==> src/rtl/chord_loop_sequencer_pkg.sv <==
// Shared definitions for the chord looper controller: FSM encoding and tempo/step sizing helpers.
package chord_loop_sequencer_pkg;

   typedef enum logic [1:0] {
      ST_IDLE = 2'd0,
      ST_ARM  = 2'd1,
      ST_RUN  = 2'd2
   } state_e;

   localparam int unsigned SEC_PER_MIN = 60;

   // Accumulator wrap value: one step is due every PERIOD/bpm clocks.
   function automatic longint unsigned calc_period(input longint unsigned clk_hz);
      return clk_hz * SEC_PER_MIN;
   endfunction

   function automatic int step_w(input int steps);
      return (steps > 1) ? $clog2(steps) : 1;
   endfunction

endpackage

==> src/rtl/chord_loop_sequencer_tempo_gen.sv <==
// Phase accumulator tempo generator: adds bpm each enabled cycle and flags a step when it crosses PERIOD.
module chord_loop_sequencer_tempo_gen #(
   parameter int              BPM_W  = 8,
   parameter int              ACC_W  = 32,
   parameter longint unsigned PERIOD = 64'd600
) (
   input  logic             clk,
   input  logic             resetn,
   input  logic             en,
   input  logic             clr,
   input  logic [BPM_W-1:0] bpm,
   output logic             tick
);
   localparam logic [ACC_W:0] PERIOD_X = (ACC_W+1)'(PERIOD);

   logic [ACC_W-1:0] acc_q;
   logic [ACC_W-1:0] acc_d;
   logic [ACC_W:0]   sum;

   // One extra bit on the sum so acc+bpm can never overflow before the compare.
   always_comb begin
      sum   = {1'b0, acc_q} + {{(ACC_W+1-BPM_W){1'b0}}, bpm};
      tick  = 1'b0;
      acc_d = acc_q;
      if (clr) begin
         acc_d = '0;
      end else if (en) begin
         if (sum >= PERIOD_X) begin
            tick  = 1'b1;
            acc_d = ACC_W'(sum - PERIOD_X);
         end else begin
            acc_d = sum[ACC_W-1:0];
         end
      end
   end

   always_ff @(posedge clk or negedge resetn) begin
      if (!resetn) begin
         acc_q <= '0;
      end else begin
         acc_q <= acc_d;
      end
   end

endmodule

==> src/rtl/chord_loop_sequencer.sv <==
// Looper timing and load controller: tempo steps, step/bar tracking, chord-key load
// arbitration and the one-shot tracking-LED load when looping starts.
module chord_loop_sequencer
   import chord_loop_sequencer_pkg::*;
#(
   parameter int CLK_HZ     = 50_000_000,
   parameter int NUM_CHORDS = 4,
   parameter int STEPS      = 4,
   parameter int BPM_W      = 8,
   parameter int ACC_W      = 32
) (
   input  logic                     clk,
   input  logic                     resetn,
   input  logic                     loop_en,
   input  logic [BPM_W-1:0]         bpm,
   input  logic [NUM_CHORDS-1:0]    key,
   output logic                     step_tick,
   output logic [step_w(STEPS)-1:0] step_idx,
   output logic                     bar_start,
   output logic [NUM_CHORDS-1:0]    chord_load,
   output logic                     track_load,
   output logic                     running
);
   localparam int              SW        = step_w(STEPS);
   localparam longint unsigned PERIOD    = calc_period(64'(CLK_HZ));
   localparam logic [SW-1:0]   LAST_STEP = SW'(STEPS - 1);

   state_e                state_q, state_d;
   logic [NUM_CHORDS-1:0] key_q;
   logic [NUM_CHORDS-1:0] key_edge;
   logic [NUM_CHORDS-1:0] pending_q, pending_d;
   logic [NUM_CHORDS-1:0] grant;
   logic [NUM_CHORDS-1:0] chord_load_q, chord_load_d;
   logic [SW-1:0]         step_idx_q, step_idx_d;
   logic                  bar_start_q, bar_start_d;
   logic                  step_tick_q;
   logic                  tick;
   logic                  tempo_en;
   logic                  tempo_clr;
   logic                  active;
   logic                  capture;

   assign active    = loop_en && (state_q == ST_RUN);
   assign capture   = loop_en && ((state_q == ST_ARM) || (state_q == ST_RUN));
   assign tempo_en  = (state_q == ST_RUN);
   assign tempo_clr = !loop_en || (state_q != ST_RUN);

   chord_loop_sequencer_tempo_gen #(
      .BPM_W  (BPM_W),
      .ACC_W  (ACC_W),
      .PERIOD (PERIOD)
   ) u_tempo_gen (
      .clk    (clk),
      .resetn (resetn),
      .en     (tempo_en),
      .clr    (tempo_clr),
      .bpm    (bpm),
      .tick   (tick)
   );

   // Dropping loop_en always wins, whatever state we are in.
   always_comb begin
      state_d    = state_q;
      track_load = 1'b0;
      running    = 1'b0;
      if (!loop_en) begin
         state_d = ST_IDLE;
      end else begin
         case (state_q)
            ST_IDLE: state_d = ST_ARM;
            ST_ARM:  state_d = ST_RUN;
            ST_RUN:  state_d = ST_RUN;
            default: state_d = ST_IDLE;
         endcase
      end
      case (state_q)
         ST_ARM:  track_load = 1'b1;
         ST_RUN:  running    = 1'b1;
         default: ;
      endcase
   end

   always_comb begin
      step_idx_d  = step_idx_q;
      bar_start_d = 1'b0;
      if (!active) begin
         step_idx_d = '0;
      end else if (tick) begin
         step_idx_d  = (step_idx_q == LAST_STEP) ? '0 : step_idx_q + SW'(1);
         bar_start_d = (step_idx_q == LAST_STEP);
      end
   end

   // Lowest-index request wins; nothing is granted on a shift cycle so the
   // request simply stays pending one more cycle.
   always_comb begin
      key_edge     = key & ~key_q;
      grant        = pending_q & (~pending_q + NUM_CHORDS'(1));
      pending_d    = pending_q;
      chord_load_d = '0;
      if (!capture) begin
         pending_d = '0;
      end else if (active && !tick) begin
         chord_load_d = grant;
         pending_d    = (pending_q & ~grant) | key_edge;
      end else begin
         pending_d = pending_q | key_edge;
      end
   end

   always_ff @(posedge clk or negedge resetn) begin
      if (!resetn) begin
         state_q      <= ST_IDLE;
         key_q        <= '0;
         pending_q    <= '0;
         chord_load_q <= '0;
         step_idx_q   <= '0;
         bar_start_q  <= 1'b0;
         step_tick_q  <= 1'b0;
      end else begin
         state_q      <= state_d;
         key_q        <= key;
         pending_q    <= pending_d;
         chord_load_q <= chord_load_d;
         step_idx_q   <= step_idx_d;
         bar_start_q  <= bar_start_d;
         step_tick_q  <= tick;
      end
   end

   assign step_tick  = step_tick_q;
   assign step_idx   = step_idx_q;
   assign bar_start  = bar_start_q;
   assign chord_load = chord_load_q;

endmodule

==> config.mk <==
export PLATFORM = sky130hd
export DESIGN_NAME = chord_loop_sequencer
export DESIGN_NICKNAME = d
export VERILOG_FILES = /design/src/rtl/chord_loop_sequencer_pkg.sv /design/src/rtl/chord_loop_sequencer_tempo_gen.sv /design/src/rtl/chord_loop_sequencer.sv
export SDC_FILE = /design/constraint.sdc
export NUM_CORES = 1
export LEC_CHECK = 0
export ABC_AREA = 1
export BUFFER_PORTS_ARGS = -buffer_cell sky130_fd_sc_hd__buf_2
export CAP_MARGIN = 20
export CORE_MARGIN = 2
export CORE_UTILIZATION = 60
export CTS_BUF_LIST = sky130_fd_sc_hd__clkbuf_8 sky130_fd_sc_hd__clkbuf_16
export DETAILED_ROUTE_END_ITERATION = 12
export GPL_TIMING_DRIVEN = 0
export PLACE_DENSITY = 0.79
export SETUP_SLACK_MARGIN = 0.02
export SLEW_MARGIN = 20
export SYNTH_ARGS = -nofsm -noshare
export SYNTH_HDL_FRONTEND = slang
export SYNTH_SLANG_ARGS = --single-unit
==> constraint.sdc <==
create_clock -name clk -period 5.55 [get_ports clk]
set_clock_uncertainty 0.2 [all_clocks]
set_input_delay 0.555 -clock clk [delete_from_list [all_inputs] [get_ports clk]]
set_output_delay 0.555 -clock clk [all_outputs]
set_load 0.05 [all_outputs]
; Yosys cells after proc, flatten, opt, wreduce, memory -nomap -nowiden
; Index checks and enable logic that the tools add are counted.
[totals]
ff_bits = 50
in_bits = 15
word_cells = 55
[op_classes]
n_addsub = 4
magnitude_cmp = 1
eq_ne = 5
muxes = 19
bitwise_logic = 8
reduce_logical = 10
[ops]
columns = cell, count
row1 = 32-bit 2-to-1 mux, 3
row2 = 32-bit by 8-bit adder with 33-bit output, 1
row3 = "33-bit by 32-bit greater-or-equal comparator with 1-bit output, second input constant", 1
row4 = "32-bit subtractor, second input constant", 1
row5 = 4-bit 2-to-1 mux, 4
row6 = 4-bit bitwise AND, 3
row7 = 4-bit inverter, 3
row8 = 2-bit 2-to-1 mux, 4
row9 = 4-bit bitwise OR, 2
row10 = 1-bit 2-to-1 mux, 7
row11 = "4-bit by 1-bit adder with 4-bit output, second input constant", 1
row12 = "2-bit == test, second input constant", 2
row13 = "2-bit inequality test, second input constant", 2
row14 = 2-bit case mux with 2 select lines, 1
row15 = 1-bit logical AND, 3
row16 = "2-bit by 1-bit adder with 2-bit output, second input constant", 1
row17 = "2-bit by 1-bit == test with 1-bit output, second input constant", 1
row18 = 1-bit zero test, 2
row19 = 2-bit zero test, 1
row20 = 1-bit logical OR, 2
row21 = 2-bit nonzero test, 1
row22 = 2-bit OR reduction, 1

; Logic depth before layout (Yosys ltp)
[depth]
depth_word = 9
mapped_depth = 24
ltp_nobuf = 23

; Hierarchy
; A second synthesis with hierarchy kept.
[unflattened]
cells_unflattened = 783
area_unflattened_um2 = 4654.5
[by_module_without_submodules]
columns = mod, n_inst, cells_each, area_each_um2
row1 = chord_loop_sequencer_tempo_gen, 1, 713, 3912.5
row2 = chord_loop_sequencer, 1, 70, 742.0

; Least setup slack after synthesis
; No wires, ideal clock.
[synth_path]
path_kind = input port to flip-flop
startpoint = input port bpm[0]
endpoint = register u_tempo_gen.acc_q[25]
setup_time_ns = 0.118
arrival_ns = 2.911
required_ns = 5.232
path_slack_ns = 2.321
cell_stages = 21
path_buffers = 1
cell_sequence = ha_1 fa_1 nand3_1 nand3_1 nand2_1 nand2_1 nand2_1 nand2_1 nand2_1 nand2_2 nor2_2 nand2_1 nor2_1 nand2_1 nand2_1 nand3_2 nand2_4 buf_8 nand2_1 nor2_1 nor2_2
[synth_between]
elab_chain_len = 5
elab_cells_between_ends = 6
[synth_lines]
columns = item, line
row1 = "start, declared", chord_loop_sequencer.sv:15  ; input logic [BPM_W-1:0] bpm,
row2 = 32-bit by 8-bit adder with 33-bit output (*), chord_loop_sequencer_tempo_gen.sv:22  ; sum = {1'b0, acc_q} + {{(ACC_W+1-BPM_W){1'b0}}, bpm};
row3 = 32-bit subtractor / 33-bit by 32-bit greater-or-equal comparator with 1-bit output (equally long branches), "chord_loop_sequencer_tempo_gen.sv:30, chord_loop_sequencer_tempo_gen.sv:28"
row4 = 32-bit 2-to-1 mux (*), chord_loop_sequencer_tempo_gen.sv:28  ; if (sum >= PERIOD_X) begin
row5 = 32-bit 2-to-1 mux (*), chord_loop_sequencer_tempo_gen.sv:27  ; end else if (en) begin
row6 = 32-bit 2-to-1 mux (*), chord_loop_sequencer_tempo_gen.sv:25  ; if (clr) begin
row7 = "end signal, assigned", chord_loop_sequencer_tempo_gen.sv:39  ; acc_q <= '0;
row8 = "end signal, assigned", chord_loop_sequencer_tempo_gen.sv:41  ; acc_q <= acc_d;
row9 = "end, declared", chord_loop_sequencer_tempo_gen.sv:16  ; logic [ACC_W-1:0] acc_q;
; Every way passes the cells marked *; elsewhere a longest branch is shown, timed or not. The select of a mux whose other input is x is not followed.
; A chain may end at the register's enable or synchronous reset.

; Worst setup path after layout
[layout_path]
startpoint = register u_tempo_gen.acc_q[0]
endpoint = register u_tempo_gen.acc_q[27]
[layout_between]
elab_chain_len = 5
elab_cells_between_ends = 6
[layout_lines]
columns = item, line
row1 = 32-bit by 8-bit adder with 33-bit output (*), chord_loop_sequencer_tempo_gen.sv:22
row2 = 32-bit subtractor / 33-bit by 32-bit greater-or-equal comparator with 1-bit output (equally long branches), "chord_loop_sequencer_tempo_gen.sv:30, chord_loop_sequencer_tempo_gen.sv:28"
row3 = 32-bit 2-to-1 mux (*), chord_loop_sequencer_tempo_gen.sv:28
row4 = 32-bit 2-to-1 mux (*), chord_loop_sequencer_tempo_gen.sv:27
row5 = 32-bit 2-to-1 mux (*), chord_loop_sequencer_tempo_gen.sv:25
; Marks and branches as above.

==> qor.txt <==
CP max FO = 10
critical path's most frequent cell = nand2_1
register area share after synthesis = 0.298
P_leak = 2.42 nW
Die ar. = 7690 um2
top cell type's share of synthesized area = 0.298
critical path startpoint category = flip-flop
Mapped Area = 4200 um2
RSZ-0062 raised after global routing = false
synth warn = 0
Root Buffer Master = clkbuf_8
Final TNS setup = 0 ns
Worst-Margin Slew = 0.635 ns
# fillers = 633
Synth Register Bits = 50
DRC = 0
cell-internal power = 499 uW
post-synthesis cell type count = 34
GPL Wtd Cong = 0.978
Power Density = 159 nW/um2
worst path cell trace = ha_1 -> fa_1 -> nand3_1 -> nand3_1 -> nand2_1 -> nand2_2 -> nand3_1 -> nand2_1 -> inv_1 -> nand3_1 -> nand2_1 -> nand2_1 -> nand2_1 -> nand2_1 -> nand2_1 -> nand3_2 -> nand2_4 -> buf_4 -> nand2_1 -> nand2_1 -> nor2_1
Slowest cell on crit path = fa_1
Arrival @ worst endpoint = 3.58 ns
CTS tree = built
CP startpoint = u_tempo_gen.acc_q[0]
Routed Antenna Nets = 0
drt pass-1 iters = 6
initial antenna violation count = 0
Skew-Pair Late Insertion Delay = 0.32 ns
portion of netlist area occupied by mux cells = 0
worst-case reg-to-reg path depth = 21
FMAX = 278 MHz
post-synthesis async set-or-reset flop share = 1.00
CP required = 5.54 ns
IO Count = 25
Peak VDD IR = 0.000145 V
Post-Synth XOR/XNOR Area = 0.0188
Post-CTS Setup Bufs = 0
clock power share = 0.327
Post-Route WL = 11.4 mm
ant diodes = 0
worst hold path class = primary input to asynchronous set/reset pin
Simple-Gate Fraction of Synth Area = 0.492
DR WL/cell = 14.1 um
main combinational cell family by area after synthesis = simple AND/OR/NAND/NOR gates
period utilization = 0.647
Total Power = 724 uW
CORE AREA = 6790 um2
worst reg-to-reg setup slack = 1.96 ns
drt initial violations = 376
most common cell in the synthesized netlist = nand2_1
first-pass GRT wire length = 19.0 mm
minimum clock period = 3.59 ns
die height = 87.7 um
Clock Sinks = 50
Worst-path clk slew = 0.11 ns
total CTS buffers = 5
Logic pwr share = 0.151
area leader, netlist = dfrtp_1
area fraction in compound gates after synthesis = 0.0536
endpoints failing setup = 0
Critical Path Max Stage Delay = 0.46 ns
CP Capture Type = flip-flop
Synth Flop Type = dfrtp_1
Post-synth EDFFs = 0
Longest Clk Path Bufs = 2
switching part of the total = 0.311
max-cap viol count = 0
CTS-repair resized insts = 0
vias = 4406
nets = 744
vias in the first global route = 4118
Worst Setup EP = u_tempo_gen.acc_q[27]
Net Count, Synth = 713
Slew Limit Fails = 0
H-tree levels = 2
floorplan row count = 30
top cells by area, synth = dfrtp_1, nand2_1, nor2_1
layout cells sized above 1 = 0.117
Initial Utilization = 0.619
status = finished clean
final hold vios = 0
RR Startpoint = u_tempo_gen.acc_q[0]
reg2reg end = u_tempo_gen.acc_q[27]
GRT overflow = 0
Post-DP HPWL = 9.17 mm
Seq pwr share = 0.522
Slew HR = 0.577
DR vias/cell = 5.43
Switch Pwr = 225 uW
Post-synth top cells = nand2_1, nor2_1, inv_1, dfrtp_1, nand3_1
Die Width = 87.7 um
fin util = 0.668
Synth Area in Adders = 0.0435
largest net degree at the start of global routing = 51
IO buf count = 24
CTS Hold Bufs = 0
Mapped Avg Cell Area = 6.14 um2
Mapped Cells = 684
Worst Path Class, Setup = flip-flop to flip-flop
gr usage total = 0.318
final hold slack = 0.0446 ns
Syn-to-layout area delta = 8.04%
stage by stage:
step	std cells	instance area (um2)	setup WS, ns
final	812	4540	1.96
after floorplan	684	4200	2.32
after CTS	812	4540	1.97
after global routing	812	4540	1.58
after detailed placement	804	4450	1.69
after global placement	804	4440	1.75
power by group through the flow:
stage	clock, mW	combinational, mW	sequential [mW]
global placement	0	0.105	0.385
global route	0.249	0.123	0.379
finish	0.237	0.109	0.378
CTS	0.239	0.109	0.378
floorplan	0	0.0758	0.385
detailed placement	0	0.109	0.385
registers in the layout (all words and copies together), names as in the netlist:
| name | flops |
|---|---|
| bar_start | 1 |
| chord_load | 4 |
| key_q | 4 |
| pending_q | 4 |
| state_q | 2 |
| step_idx | 2 |
| step_tick | 1 |
| u_tempo_gen.acc_q | 32 |
layout by cell type (no fill, tap or decap), types with 6 or more instances in the layout:
cell type	Yosys	routed
ha_1	13	13
nand3b_1	9	9
nor2_1	97	97
inv_1	90	90
nand2_2	16	16
o21ai_0	13	13
nand3_1	45	45
nand3_2	6	6
xor2_1	8	8
nor3_1	9	9
nand2_1	251	251
dfrtp_1	50	50
nand4_1	15	15
buf_2	1	24
a21oi_1	23	23
nor2_2	11	11
worst min path at each step:
stage          startpoint                   end  slack, ns  cells after the start
4_1_cts            resetn  u_tempo_gen.acc_q[4]       0.07                      1
3_5_place_dp     key_q[2]          pending_q[2]       0.29                      2
6_report           resetn  u_tempo_gen.acc_q[5]       0.04                      1
2_1_floorplan      resetn             bar_start       0.06                      0
5_1_grt            resetn  u_tempo_gen.acc_q[4]        0.1                      1
3_3_place_gp     key_q[1]          pending_q[1]       0.28                      2
kinds of logic after synthesis:
kind of cell | Yosys count
simple gates | 468
flops | 50
xor+xnor | 9
buf+inv | 101
fa+ha+maj | 14
compound gates | 42
critical path: cells and delay by family, from the launching register on:
kind | cells | cell delay, ns
simple gates | 17 | 1.84
fa+ha+maj | 2 | 0.69
flops | 1 | 0.38
buf+inv | 2 | 0.35
routing by layer:
metal / share of wire / track usage / wire [um]
met5: 0 / 0 / 0
met4: 0.025 / 0.112 / 286
met3: 0.099 / 0.0622 / 1130
met2: 0.45 / 0.509 / 5150
met1: 0.43 / 0.431 / 4870
cell type report:
class	count	area (um2)	share of cell area
Clock buffer	5	68.8	0.0152
Clock inverter	3	26.3	0.00579
Sequential cell	50	1250	0.276
Timing Repair Buffer	24	123	0.0270
Inverter	96	360	0.0794
Tap cell	96	120	0.0265
Multi-Input combinational cell	533	2560	0.563
Buffer	5	35.0	0.00772
(Power assumes the default switching activity.)
